File: src/rtl/mc_ctrl_if.sv
`default_nettype none
// ============================================================================
// mc_ctrl_if : control-unit <-> datapath bundle (IR fields, flags, controls)
// Revision   : 1.0
// ============================================================================
interface mc_ctrl_if #(
   parameter int CNT_W = 32
);
   logic [5:0]       opcode;
   logic [5:0]       funct;
   logic             zero;
   logic             pc_wr;
   logic             pc_wr_cond;
   logic             pc_en;
   logic             iord;
   logic             mem_rd;
   logic             mem_wr;
   logic             ir_wr;
   logic             reg_dst;
   logic             mem_to_reg;
   logic             reg_wr;
   logic             alu_src_a;
   logic [1:0]       alu_src_b;
   logic             ext_zero;
   logic [2:0]       alu_ctl;
   logic [1:0]       pc_src;
   logic [3:0]       state;
   logic             err;
   logic [CNT_W-1:0] cyc_cnt;
   logic [CNT_W-1:0] inst_cnt;

   modport master (
      input  opcode, funct, zero,
      output pc_wr, pc_wr_cond, pc_en, iord, mem_rd, mem_wr, ir_wr, reg_dst,
             mem_to_reg, reg_wr, alu_src_a, alu_src_b, ext_zero, alu_ctl,
             pc_src, state, err, cyc_cnt, inst_cnt
   );

   modport slave (
      output opcode, funct, zero,
      input  pc_wr, pc_wr_cond, pc_en, iord, mem_rd, mem_wr, ir_wr, reg_dst,
             mem_to_reg, reg_wr, alu_src_a, alu_src_b, ext_zero, alu_ctl,
             pc_src, state, err, cyc_cnt, inst_cnt
   );
endinterface
`default_nettype wire

File: src/rtl/mc_ctrl.sv
`default_nettype none
// ============================================================================
// mc_ctrl  : multi-cycle MIPS control FSM with cycle / retired-instr counters
// Revision : 1.0
// ============================================================================
module mc_ctrl #(
   parameter int CNT_W = 32
) (
   input  wire logic  clk,
   input  wire logic  rst,
   mc_ctrl_if.master  bus
);
   typedef enum logic [3:0] {
      S_FETCH   = 4'd0,  S_DECODE = 4'd1,  S_MEM_ADR = 4'd2, S_MEM_RD = 4'd3,
      S_MEM_WB  = 4'd4,  S_MEM_WR = 4'd5,  S_R_EX    = 4'd6, S_R_WB   = 4'd7,
      S_BR      = 4'd8,  S_JMP    = 4'd9,  S_I_EX    = 4'd10, S_I_WB  = 4'd11,
      S_ERR     = 4'd15
   } state_t;

   typedef struct packed {
      logic       pc_wr;
      logic       pc_wr_cond;
      logic       iord;
      logic       mem_rd;
      logic       mem_wr;
      logic       ir_wr;
      logic       reg_dst;
      logic       mem_to_reg;
      logic       reg_wr;
      logic       alu_src_a;
      logic [1:0] alu_src_b;
      logic       ext_zero;
      logic [2:0] alu_ctl;
      logic [1:0] pc_src;
      logic       err;
   } ctl_t;

   localparam logic [5:0] c_OP_R    = 6'b000000;
   localparam logic [5:0] c_OP_LW   = 6'b100011;
   localparam logic [5:0] c_OP_SW   = 6'b101011;
   localparam logic [5:0] c_OP_BEQ  = 6'b000100;
   localparam logic [5:0] c_OP_ADDI = 6'b001000;
   localparam logic [5:0] c_OP_ORI  = 6'b001101;
   localparam logic [5:0] c_OP_J    = 6'b000010;
   localparam logic [5:0] c_FN_ADD  = 6'b100000;
   localparam logic [5:0] c_FN_SUB  = 6'b100010;
   localparam logic [5:0] c_FN_AND  = 6'b100100;
   localparam logic [5:0] c_FN_OR   = 6'b100101;
   localparam logic [5:0] c_FN_SLT  = 6'b101010;
   localparam logic [2:0] c_ALU_ADD = 3'b010;
   localparam logic [2:0] c_ALU_SUB = 3'b110;
   localparam logic [2:0] c_ALU_AND = 3'b000;
   localparam logic [2:0] c_ALU_OR  = 3'b001;
   localparam logic [2:0] c_ALU_SLT = 3'b111;

   function automatic logic legal_funct(input logic [5:0] fn);
      return (fn == c_FN_ADD) || (fn == c_FN_SUB) || (fn == c_FN_AND) ||
             (fn == c_FN_OR)  || (fn == c_FN_SLT);
   endfunction

   function automatic logic is_final(input state_t s);
      return (s == S_MEM_WB) || (s == S_MEM_WR) || (s == S_R_WB) ||
             (s == S_I_WB)   || (s == S_BR)     || (s == S_JMP);
   endfunction

   function automatic state_t next_of(input state_t s, input logic [5:0] op,
                                      input logic [5:0] fn);
      state_t n;
      n = S_FETCH;
      case (s)
         S_FETCH:   n = S_DECODE;
         S_DECODE: begin
            case (op)
               c_OP_LW, c_OP_SW:    n = S_MEM_ADR;
               c_OP_R:              n = legal_funct(fn) ? S_R_EX : S_ERR;
               c_OP_BEQ:            n = S_BR;
               c_OP_J:              n = S_JMP;
               c_OP_ADDI, c_OP_ORI: n = S_I_EX;
               default:             n = S_ERR;
            endcase
         end
         S_MEM_ADR: n = (op == c_OP_LW) ? S_MEM_RD : S_MEM_WR;
         S_MEM_RD:  n = S_MEM_WB;
         S_R_EX:    n = S_R_WB;
         S_I_EX:    n = S_I_WB;
         S_ERR:     n = S_ERR;
         default:   n = S_FETCH;
      endcase
      return n;
   endfunction

   function automatic ctl_t ctl_of(input state_t s, input logic [5:0] op,
                                    input logic [5:0] fn);
      ctl_t c;
      c         = '0;
      c.alu_ctl = c_ALU_ADD;
      case (s)
         S_FETCH: begin
            c.mem_rd = 1'b1; c.ir_wr = 1'b1; c.alu_src_b = 2'b01; c.pc_wr = 1'b1;
         end
         S_DECODE:  c.alu_src_b = 2'b11;
         S_MEM_ADR: begin c.alu_src_a = 1'b1; c.alu_src_b = 2'b10; end
         S_MEM_RD:  begin c.mem_rd = 1'b1; c.iord = 1'b1; end
         S_MEM_WB:  begin c.reg_wr = 1'b1; c.mem_to_reg = 1'b1; end
         S_MEM_WR:  begin c.mem_wr = 1'b1; c.iord = 1'b1; end
         S_R_EX: begin
            c.alu_src_a = 1'b1;
            case (fn)
               c_FN_SUB: c.alu_ctl = c_ALU_SUB;
               c_FN_AND: c.alu_ctl = c_ALU_AND;
               c_FN_OR:  c.alu_ctl = c_ALU_OR;
               c_FN_SLT: c.alu_ctl = c_ALU_SLT;
               default:  c.alu_ctl = c_ALU_ADD;
            endcase
         end
         S_R_WB: begin c.reg_wr = 1'b1; c.reg_dst = 1'b1; end
         S_BR: begin
            c.alu_src_a = 1'b1; c.alu_ctl = c_ALU_SUB;
            c.pc_wr_cond = 1'b1; c.pc_src = 2'b01;
         end
         S_JMP: begin c.pc_wr = 1'b1; c.pc_src = 2'b10; end
         S_I_EX: begin
            c.alu_src_a = 1'b1; c.alu_src_b = 2'b10;
            if (op == c_OP_ORI) begin
               c.alu_ctl  = c_ALU_OR;
               c.ext_zero = 1'b1;
            end
         end
         S_I_WB: begin c.reg_wr = 1'b1; c.ext_zero = (op == c_OP_ORI); end
         S_ERR:  c.err = 1'b1;
         default: ;
      endcase
      return c;
   endfunction

   state_t           r_state;
   ctl_t             r_ctl;
   logic [5:0]       r_op;
   logic [5:0]       r_fn;
   logic [CNT_W-1:0] r_cyc_cnt;
   logic [CNT_W-1:0] r_inst_cnt;

   // In DECODE the live IR fields are used; afterwards only the latched copy.
   logic [5:0] w_op;
   logic [5:0] w_fn;
   state_t     w_next;
   assign w_op   = (r_state == S_DECODE) ? bus.opcode : r_op;
   assign w_fn   = (r_state == S_DECODE) ? bus.funct  : r_fn;
   assign w_next = next_of(r_state, w_op, w_fn);

   always_ff @(posedge clk) begin
      if (!rst) begin
         r_state    <= S_FETCH;
         r_ctl      <= ctl_of(S_FETCH, 6'd0, 6'd0);
         r_op       <= 6'd0;
         r_fn       <= 6'd0;
         r_cyc_cnt  <= '0;
         r_inst_cnt <= '0;
      end else begin
         r_state   <= w_next;
         r_ctl     <= ctl_of(w_next, w_op, w_fn);
         r_cyc_cnt <= r_cyc_cnt + CNT_W'(1);
         if (r_state == S_DECODE) begin
            r_op <= bus.opcode;
            r_fn <= bus.funct;
         end
         if (is_final(r_state) && (w_next == S_FETCH))
            r_inst_cnt <= r_inst_cnt + CNT_W'(1);
      end
   end

   assign bus.pc_wr      = rst & r_ctl.pc_wr;
   assign bus.pc_wr_cond = rst & r_ctl.pc_wr_cond;
   assign bus.pc_en      = rst & (r_ctl.pc_wr | (r_ctl.pc_wr_cond & bus.zero));
   assign bus.mem_rd     = rst & r_ctl.mem_rd;
   assign bus.mem_wr     = rst & r_ctl.mem_wr;
   assign bus.ir_wr      = rst & r_ctl.ir_wr;
   assign bus.reg_wr     = rst & r_ctl.reg_wr;
   assign bus.iord       = r_ctl.iord;
   assign bus.reg_dst    = r_ctl.reg_dst;
   assign bus.mem_to_reg = r_ctl.mem_to_reg;
   assign bus.alu_src_a  = r_ctl.alu_src_a;
   assign bus.alu_src_b  = r_ctl.alu_src_b;
   assign bus.ext_zero   = r_ctl.ext_zero;
   assign bus.alu_ctl    = r_ctl.alu_ctl;
   assign bus.pc_src     = r_ctl.pc_src;
   assign bus.err        = r_ctl.err;
   assign bus.state      = r_state;
   assign bus.cyc_cnt    = r_cyc_cnt;
   assign bus.inst_cnt   = r_inst_cnt;
endmodule
`default_nettype wire

File: src/flat_wrapper.sv
// flat-port wrapper written by rule: the top's interface ports become plain ports
module mc_ctrl_flat 
#(
   parameter int CNT_W = 32
)
  (clk, rst, bus_opcode, bus_funct, bus_zero, bus_pc_wr, bus_pc_wr_cond, bus_pc_en, bus_iord, bus_mem_rd, bus_mem_wr, bus_ir_wr, bus_reg_dst, bus_mem_to_reg, bus_reg_wr, bus_alu_src_a, bus_alu_src_b, bus_ext_zero, bus_alu_ctl, bus_pc_src, bus_state, bus_err, bus_cyc_cnt, bus_inst_cnt);
  mc_ctrl_if #(.CNT_W(CNT_W)) bus_i ();
  input  wire logic clk;
  input  wire logic rst;
  input wire logic [$bits(bus_i.opcode)-1:0] bus_opcode;
  input wire logic [$bits(bus_i.funct)-1:0] bus_funct;
  input wire logic [$bits(bus_i.zero)-1:0] bus_zero;
  output wire logic [$bits(bus_i.pc_wr)-1:0] bus_pc_wr;
  output wire logic [$bits(bus_i.pc_wr_cond)-1:0] bus_pc_wr_cond;
  output wire logic [$bits(bus_i.pc_en)-1:0] bus_pc_en;
  output wire logic [$bits(bus_i.iord)-1:0] bus_iord;
  output wire logic [$bits(bus_i.mem_rd)-1:0] bus_mem_rd;
  output wire logic [$bits(bus_i.mem_wr)-1:0] bus_mem_wr;
  output wire logic [$bits(bus_i.ir_wr)-1:0] bus_ir_wr;
  output wire logic [$bits(bus_i.reg_dst)-1:0] bus_reg_dst;
  output wire logic [$bits(bus_i.mem_to_reg)-1:0] bus_mem_to_reg;
  output wire logic [$bits(bus_i.reg_wr)-1:0] bus_reg_wr;
  output wire logic [$bits(bus_i.alu_src_a)-1:0] bus_alu_src_a;
  output wire logic [$bits(bus_i.alu_src_b)-1:0] bus_alu_src_b;
  output wire logic [$bits(bus_i.ext_zero)-1:0] bus_ext_zero;
  output wire logic [$bits(bus_i.alu_ctl)-1:0] bus_alu_ctl;
  output wire logic [$bits(bus_i.pc_src)-1:0] bus_pc_src;
  output wire logic [$bits(bus_i.state)-1:0] bus_state;
  output wire logic [$bits(bus_i.err)-1:0] bus_err;
  output wire logic [$bits(bus_i.cyc_cnt)-1:0] bus_cyc_cnt;
  output wire logic [$bits(bus_i.inst_cnt)-1:0] bus_inst_cnt;
  assign bus_i.opcode = bus_opcode;
  assign bus_i.funct = bus_funct;
  assign bus_i.zero = bus_zero;
  assign bus_pc_wr = bus_i.pc_wr;
  assign bus_pc_wr_cond = bus_i.pc_wr_cond;
  assign bus_pc_en = bus_i.pc_en;
  assign bus_iord = bus_i.iord;
  assign bus_mem_rd = bus_i.mem_rd;
  assign bus_mem_wr = bus_i.mem_wr;
  assign bus_ir_wr = bus_i.ir_wr;
  assign bus_reg_dst = bus_i.reg_dst;
  assign bus_mem_to_reg = bus_i.mem_to_reg;
  assign bus_reg_wr = bus_i.reg_wr;
  assign bus_alu_src_a = bus_i.alu_src_a;
  assign bus_alu_src_b = bus_i.alu_src_b;
  assign bus_ext_zero = bus_i.ext_zero;
  assign bus_alu_ctl = bus_i.alu_ctl;
  assign bus_pc_src = bus_i.pc_src;
  assign bus_state = bus_i.state;
  assign bus_err = bus_i.err;
  assign bus_cyc_cnt = bus_i.cyc_cnt;
  assign bus_inst_cnt = bus_i.inst_cnt;
  mc_ctrl #(.CNT_W(CNT_W)) u_core (.clk(clk), .rst(rst), .bus(bus_i));
endmodule
File: config.mk
export PLATFORM = sky130hd
export DESIGN_NAME = mc_ctrl_flat
export DESIGN_NICKNAME = d
export VERILOG_FILES = /design/src/rtl/mc_ctrl_if.sv /design/src/rtl/mc_ctrl.sv /design/src/flat_wrapper.sv
export SDC_FILE = /design/constraint.sdc
export NUM_CORES = 1
export LEC_CHECK = 0
export CORE_UTILIZATION = 25
export CTS_BUF_LIST = sky130_fd_sc_hd__clkbuf_8
export DETAILED_ROUTE_END_ITERATION = 10
export SLEW_MARGIN = 20
export SYNTH_ARGS = -nofsm -noshare
export SYNTH_HDL_FRONTEND = slang
export SYNTH_SLANG_ARGS = --single-unit
File: constraint.sdc
create_clock -name clk -period 4.4 [get_ports clk]
set_input_delay 0.88 -clock clk [delete_from_list [all_inputs] [get_ports clk]]
set_output_delay 0.88 -clock clk [all_outputs]
set_load 0.01 [all_outputs]
# Word-level counts from Yosys, hierarchy flattened
# Cells that the tools add are included.
# op_classes
addsub,2
n_eq_ne,35
n_mux,23
bitwise,9
n_reduce_logical,21
# ops
op,count
"adder 32 x 1 -> 32 bit, second input constant",2
"== test 6 bit, second input constant",7
"== test 4 bit, second input constant",10
"== test 4 x 3 -> 1 bit, second input constant",8
case mux 4 bit (7 select lines),1
case mux 4 bit (5 select lines),1
"== test 4 x 2 -> 1 bit, second input constant",4
"== test 6 x 4 -> 1 bit, second input constant",2
2-to-1 mux 6 bit,2
case mux 3 bit (4 select lines),1
OR reduction 2 bit,6
2-to-1 mux 1 bit,11
logical OR 1 bit,9
case mux 3 bit (3 select lines),1
AND 1 bit,8
"== test 4 x 1 -> 1 bit, second input constant",2
logical NOT 4 bit,2
2-to-1 mux 4 bit,2
"== test 6 x 2 -> 1 bit, second input constant",1
"== test 6 x 3 -> 1 bit, second input constant",1
logical NOT 6 bit,1
case mux 2 bit (3 select lines),1
case mux 2 bit (2 select lines),1
OR reduction 4 bit,1
5 further kinds,5
# totals
reg_bits,99
input_bits,15
out_inout_bits,88
word_cells,110

# Longest topological paths before layout
# Gate-level depths: netlist of run 1.
# depth
ltp_word,13
mapped_depth,11
mapped_depth_nobuf,8

# Worst setup path after synthesis of run 1
# Ideal clock, no wire load.
# synth_path
kind,input to register
start,in bus_opcode[3]
end,"reg u_core.r_ctl, in the netlist u_core.bus.alu_ctl[1]"
setup_ns,0.125
arrival_ns,2.971
t_required_ns,4.275
setup_slack_ns,1.304
path_stages,9
path_buffers,1
path_cell_list,clkbuf_1 nor4bb_1 o21ai_0 mux2i_1 nor2_2 o41ai_4 a21boi_2 nand3_1 a2111o_1
# synth_via
elab_chain_len,7
elab_cells_between_ends,18
cone_classes,eq/ne (9); mux (6); reduce/logical (3)
# synth_rtl
element,line,rtl
start: declaration,flat_wrapper.sv:10,input wire logic [$bits(bus_i.opcode)-1:0] bus_opcode;
2-to-1 mux 6 bit *,n/a,
"== test 6 x 4 -> 1 bit, or another cell as far along",mc_ctrl.sv:73,case (op)
OR reduction 2 bit,mc_ctrl.sv:73,
case mux 4 bit (5 select lines),mc_ctrl.sv:73,
case mux 4 bit (7 select lines),mc_ctrl.sv:70,case (s)
== test 4 bit / == test 4 x 3 -> 1 bit (equally long branches),mc_ctrl.sv:97,case (s)
case mux 3 bit (3 select lines) *,mc_ctrl.sv:97,
end signal: assignment,mc_ctrl.sv:154,"r_ctl <= ctl_of(S_FETCH, 6'd0, 6'd0);"
end signal: assignment,mc_ctrl.sv:161,"r_ctl <= ctl_of(w_next, w_op, w_fn);"
end: declaration,mc_ctrl.sv:137,ctl_t r_ctl;
# Mark *: on every way between the ends. The rest lies on a longest branch, timed or not.
# A chain may end at the register's enable or synchronous reset.

# Worst setup path after layout of run 1
# layout_path
start,in bus_opcode[1]
end,"reg u_core.r_ctl, in the netlist u_core.bus.alu_ctl[1]"
# The elaborated chain is that of the path after synthesis.

==> results of run 1 <==
## power by group through the flow
| stage | Clock [mW] | Combinational [mW] | Sequential (mW) |
|---|---|---|---|
| after CTS | 0.676 | 0.922 | 1.06 |
| after global routing | 0.715 | 1.01 | 1.08 |
| final | 0.648 | 0.916 | 1.06 |
| after global placement | 0 | 0.916 | 1.08 |
| after floorplan | 0 | 0.651 | 1.07 |
| after detailed placement | 0 | 0.914 | 1.08 |
## layout make-up
type | count | area [um2] | share of cell area (%)
multi-input cells | 403 | 2420 | 40.2
flip-flops and latches | 98 | 1960 | 32.6
repair buffers | 111 | 1090 | 18.1
well taps | 229 | 287 | 4.76
clock buffers | 10 | 138 | 2.29
clock inverters | 6 | 81.3 | 1.35
inverters | 12 | 45.0 | 0.748
## worst register-to-register path, cell delays in order (launching register included)
cell      delay, ns
dfxtp_1        0.49
or4b_1         0.83
o41ai_4        0.49
nor2_2         0.09
o41ai_4        0.51
a21boi_2       0.28
nand3_1        0.10
a2111o_1       0.41
## cell families after synthesis
family	Yosys count	share of synthesized area, %
flops	98	42.8
mux	4	0.874
fa+ha+maj	4	0.983
simple gates	258	28.6
buf+inv	45	4.51
compound gates	84	12.1
xor+xnor	53	10.1
## cells in the final DEF, fill, tap and decap left out, drive strengths merged, types with 6 or more instances in the layout
master,n
nand3,33
xnor2,15
a21oi,34
or3,15
clkdlybuf4s50,102
and4,6
clkbuf,10
xor2,38
o21ai,23
nor3,6
nand4,13
nor2,79
and2,11
buf,9
dfxtp,98
nand2,51
inv,15
and3,11
## metrics by stage
| stage | cells | utilization [%] | setup slack (ns) |
|---|---|---|---|
| 2_1_floorplan | 546 | - | 1.30 |
| 3_3_place_gp | 853 | 32.3 | 0.665 |
| 3_5_place_dp | 853 | 32.3 | 0.603 |
| 4_1_cts | 869 | 33.5 | 1.01 |
| 5_1_grt | 869 | 33.5 | 0.874 |
| 6_report | 869 | 33.5 | 0.989 |
## per-layer routing
layer	vias up	GRT usage [%]	routed length [um]
met4	0	4.40	150
met5	-	0	0
li1	2070	-	-
met2	75	19.5	5170
met1	1849	16.9	5620
met3	12	4.30	638
## worst max-delay path by stage
| stage | end | depth (start not counted) | slack [ns] |
|---|---|---|---|
| finish | u_core.bus.alu_ctl[1] | 9 | 0.99 |
| CTS | u_core.bus.alu_ctl[1] | 9 | 1.01 |
| floorplan | u_core.bus.alu_ctl[1] | 9 | 1.30 |
| global placement | u_core.bus.alu_ctl[1] | 8 | 0.67 |
| detailed placement | u_core.bus.alu_ctl[1] | 8 | 0.60 |
| global route | u_core.bus.alu_ctl[1] | 8 | 0.87 |
==> flow_summary_export.csv, run 1 <==
group,metric,value,unit
run_status,status,"finished, final reports clean",
worst_setup_path,cp.required,4.66,ns
floorplanning,io_pins,103,
worst_setup_path,reg2reg_depth,7,
clock_network,clockBufferDepth,2,
detailed_routing,route.antenna.remaining_nets,0,
clock_network,cts_root_buf,"clkbuf_8",
worst_setup_path,start_kind,"input port",
timing,maxSlewHeadroom,45.2,%
hold_path,whs_endpoint,"u_core.r_fn[4]",
synth,synth_edf_count,0,
floorplanning,die_x,137,um
placed_design,gp_congestion,0.871,
floorplanning,die_h,137,um
global_routing,grt_first_pass_wirelength,18700,um
power,vdd_ir_drop_max,210,uV
floorplanning,die_area,18900,um2
worst_setup_path,crit_slowest_cell,"clkdlybuf4s50_1",
worst_setup_path,r2r_start,"u_core.bus.state[2]",
hold_path,hp-start,"u_core.r_fn[4]",
synth,ys_ff_latch,98,
power,p_clk_share,24.7,%
synth,synthCells,546,
worst_setup_path,path_buf_inv,1,
job,cap_violations,0,
timing,max_clock_freq,293,MHz
cells_and_area,drive_gt1_share,5.78,%
timing,hold_slack,0.459,ns
worst_setup_path,cp-startpoint,"bus_opcode[1]",
hold_path,min_path_cells,2,
synth,synthFlopType,"dfxtp_1",
worst_setup_path,setup.worst_path.class,"input port to register",
placed_design,portBuffers,102,
global_routing,grt_antenna_before_repair,0,
synth,yosysTopAreaCell,"dfxtp_1",
timing,setup-violations-final,0,
cells_and_area,design_area,6020,um2
synth,yosysSeqAreaShare,42.8,%
power,switchingPower,0.917,mW
global_routing,grt_pass1_vias,3597,
worst_setup_path,reg2reg_to,"u_core.bus.alu_ctl[1]",
worst_setup_path,worst_setup_path_end_kind,"register",
global_routing,grt_max_degree,76,
cells_and_area,nNetsFinal,652,
detailed_routing,wirelength,11600,um
worst_setup_path,worst-r2r-setup-slack,1.09,ns
timing,timing.setup.tns,0,ns
worst_setup_path,cp_max_fo,10,
power,p_leak,2.07,nW
clock_network,clkTransAtPathRegs,0.09,ns
clock_network,cts_hold_buf,0,
timing,maxSlewViolCount,0,
cells_and_area,antenna_cells,0,
power,p_int,1.71,mW
synth,synth.distinct_cells,59,
detailed_routing,via_count,4006,
clock_network,cts_sinks,98,
synth,synth_area_leaders,"dfxtp_1, xor2_1, nor2_1, nand2_1, a21oi_1",
placed_design,hpwl,8270,um
timing,rsz0062_at_grt,"no",
detailed_routing,firstDrtPassIters,4,
timing,fin_crit_sh,77.5,%
power,powerDensity,436,nW/um2
cells_and_area,nFillCells,1895,
worst_setup_path,path_cells,"clkdlybuf4s50_1 -> nor4bb_1 -> o21ai_0 -> mux2i_1 -> nor2_2 -> o41ai_4 -> a21boi_2 -> nand3_1 -> a2111o_1",
synth,yosysMostFrequentCell,"dfxtp_1",
global_routing,grt_overflow,0,
power,p_total,2.62,mW
global_routing,groute.usage.overall,12.9,%
detailed_routing,vias_per_cell,4.61,
timing,finalHoldViolCount,0,
synth,synth_fp_nets,563,
clock_network,cts_setup_buffers,0,
worst_setup_path,cp.arrival,3.68,ns
detailed_routing,first_iter_violations,230,
worst_setup_path,cp_top_family,"compound AO/OA/AOI/OAI gates",
clock_network,clock_latency,0.37,ns
synth,synth_common_cells,"dfxtp_1, nor2_1, nand2_1",
timing,finalWorstPathRequiredPeriod,3.41,ns
cells_and_area,layout-area-overhead-vs-synth,31.4,%
detailed_routing,wl_per_cell,13.3,um
floorplanning,core.rowCount,49,
hold_path,hold_class,"register to register",
synth,syn_area,4580,um2
clock_network,cts_buffers,9,
clock_network,cts_tree,"yes",
detailed_routing,drc,0,
floorplanning,initial_utilization,25.5,%
placed_design,placedInstanceArea,5800,um2
synth,avgSynthCellArea,8.39,um2
power,seqPwrFrac,40.4,%
floorplanning,core,18000,um2
synth,synthArstFlopShare,0,%
power,combPwrFrac,34.9,%
clock_network,htreeDepth,3,
timing,finalClockSkew,0.0102,ns
worst_setup_path,slowest_delay,0.60,ns
timing,worst_pin_slew,0.821,ns
synth,synth_top_area_share,42.8,%
clock_network,post_cts_resized,0,
power,power_switching_share,34.9,%
synth,yosysWarningCount,0,
Power figures use the tool's default switching activity.
==> run 2, diff against run 1 <==
==> constraint.sdc (replaced) <==
create_clock -name clk -period 3.5 [get_ports clk]
set_input_delay 0.7 -clock clk [delete_from_list [all_inputs] [get_ports clk]]
set_output_delay 0.7 -clock clk [all_outputs]
set_load 0.01 [all_outputs]
==> run 2 against run 1 <==
  * The flow now finishes with violations (design-rule violations)
  * Highest routed layer unchanged
  * First-iteration DRC count increased by 1.7%
  * Via count rose by 1.4%
  * Worst hold slack lost 0.0023 ns
==> flow_summary_export.csv, run 2 (same netlist as run 1, synthesis figures left out) <==
group,metric,value,unit
worst_setup_path,start_kind,"input port",
placed_design,dp_cells,868,
power,vdd_ir_drop_max,223,uV
worst_setup_path,worst_setup_path_end_kind,"register",
clock_network,htreeDepth,3,
power,p_int,2.19,mW
timing,maxSlewHeadroom,57.5,%
detailed_routing,drc,2,
cells_and_area,final_cell_mix,"clkdlybuf4s50_1, dfxtp_1, nor2_1, nand2_1, xor2_1",
timing,rsz0062_at_grt,"no",
global_routing,grt_antenna_before_repair,0,
clock_network,clockBufferDepth,2,
worst_setup_path,cp.arrival,3.32,ns
floorplanning,core,18000,um2
detailed_routing,wirelength,11800,um
timing,timing.setup.tns,0,ns
placed_design,gp_congestion,0.806,
clock_network,cts_tree,"yes",
clock_network,cts_setup_buffers,0,
cells_and_area,layout-area-overhead-vs-synth,33.7,%
job,cap_violations,0,
detailed_routing,route.antenna.remaining_nets,0,
clock_network,cts_root_buf,"clkbuf_8",
global_routing,grt_overflow,0,
clock_network,clock_latency,0.37,ns
placed_design,hpwl,8500,um
cells_and_area,nNetsFinal,667,
worst_setup_path,cp_max_fo,5,
clock_network,cts_sinks,98,
cells_and_area,drive_gt1_share,7.96,%
power,p_total,3.38,mW
run_status,violations,"design-rule violations",
clock_network,post_cts_resized,0,
power,powerDensity,551,nW/um2
detailed_routing,firstDrtPassIters,7,
power,power_switching_share,35.1,%
timing,fin_crit_sh,85.7,%
timing,finalWorstPathRequiredPeriod,3.00,ns
worst_setup_path,worst-r2r-setup-slack,0.52,ns
global_routing,grt_pass1_vias,3743,
timing,worst_pin_slew,0.637,ns
power,p_clk_share,24.2,%
power,p_leak,2.13,nW
cells_and_area,final_cells,882,
worst_setup_path,setup.worst_path.class,"input port to register",
power,combPwrFrac,36.4,%
hold_path,hold_class,"register to register",
detailed_routing,vias_per_cell,4.60,
detailed_routing,first_iter_violations,234,
timing,setup-violations-final,0,
floorplanning,core.rowCount,49,
timing,max_clock_freq,333,MHz
timing,finalClockSkew,0.0121,ns
clock_network,cts_hold_buf,0,
clock_network,cts_buffers,9,
timing,finalHoldViolCount,0,
power,seqPwrFrac,39.4,%
clock_network,clkTransAtPathRegs,0.10,ns
cells_and_area,antenna_cells,0,
floorplanning,initial_utilization,25.5,%
floorplanning,die_h,137,um
power,switchingPower,1.18,mW
global_routing,grt_first_pass_wirelength,19100,um
floorplanning,io_pins,103,
worst_setup_path,cp.required,3.82,ns
floorplanning,die_x,137,um
global_routing,groute.usage.overall,13.0,%
detailed_routing,via_count,4061,
global_routing,grt_max_degree,47,
detailed_routing,wl_per_cell,13.3,um
cells_and_area,mostFrequentLayoutCell,"clkdlybuf4s50_1",
run_status,status,"finished with violations",
floorplanning,die_area,18900,um2
placed_design,portBuffers,102,
timing,maxSlewViolCount,0,
==> run 2: changes by cell type in the layout (fill, tap and decap cells not counted), sizes merged <==
| cell | before | now |
|---|---|---|
| buf | 9 | 24 |
| clkinv | 1 | 0 |
| inv | 15 | 14 |
| clkinvlp | 0 | 1 |
| clkbuf | 10 | 9 |
==> run 2: stage by stage <==
stage / worst slack (ns) / hold WS [ns] / instance area, um2 / util, %
floorplan: 0.584 / 0.431 / 4580 / -
global placement: 0.203 / 0.438 / 5910 / 32.9
detailed placement: 0.127 / 0.445 / 5910 / 32.9
CTS: 0.521 / 0.460 / 6130 / 34.1
global route: 0.235 / 0.501 / 6130 / 34.1
finish: 0.501 / 0.456 / 6130 / 34.1
==> run 2: layer usage <==
metal	part of all wire [%]	up-vias	routed length, um	track usage [%]
li1	-	2088	-	-
met2	44	103	5160	19.8
met3	6.6	11	778	3.64
met1	48	1859	5660	17.3
met5	0	-	0	0
met4	1.3	0	153	4.70
==> run 2: cell type report <==
type / instances / area (um2)
Fill cell: 1868 / 11800
Multi-Input combinational cell: 403 / 2420
Sequential cell: 98 / 1960
Timing Repair Buffer: 126 / 1200
Tap cell: 229 / 287
Clock buffer: 9 / 124
Clock inverter: 5 / 87.6
Inverter: 12 / 45.0
==> run 2: critical path, cell delays in order <==
cell             delay (ns)
clkdlybuf4s50_1        0.47
or4_1                  0.60
nor4_1                 0.30
a21oi_1                0.13
o211ai_1               0.16
a31o_2                 0.25
nand2_1                0.12
a2111oi_0              0.44
a2111o_1               0.15
==> run 2: worst paths after layout <==
kind / from / endpoint / depth (start not counted)
max: bus_opcode[2] / u_core.bus.alu_ctl[1] / 9
min: u_core.r_fn[4] / u_core.r_fn[4] / 2
max reg2reg: u_core.bus.state[1] / u_core.bus.alu_ctl[1] / 9
min reg2reg: u_core.r_fn[4] / u_core.r_fn[4] / 2
==> run 2: power by group through the flow <==
stage | combinational, mW | clock (mW) | sequential [mW]
after floorplan | 0.819 | 0 | 1.34
after global placement | 1.23 | 0 | 1.35
after detailed placement | 1.23 | 0 | 1.36
after CTS | 1.24 | 0.858 | 1.33
after global routing | 1.38 | 0.894 | 1.35
final | 1.23 | 0.817 | 1.33
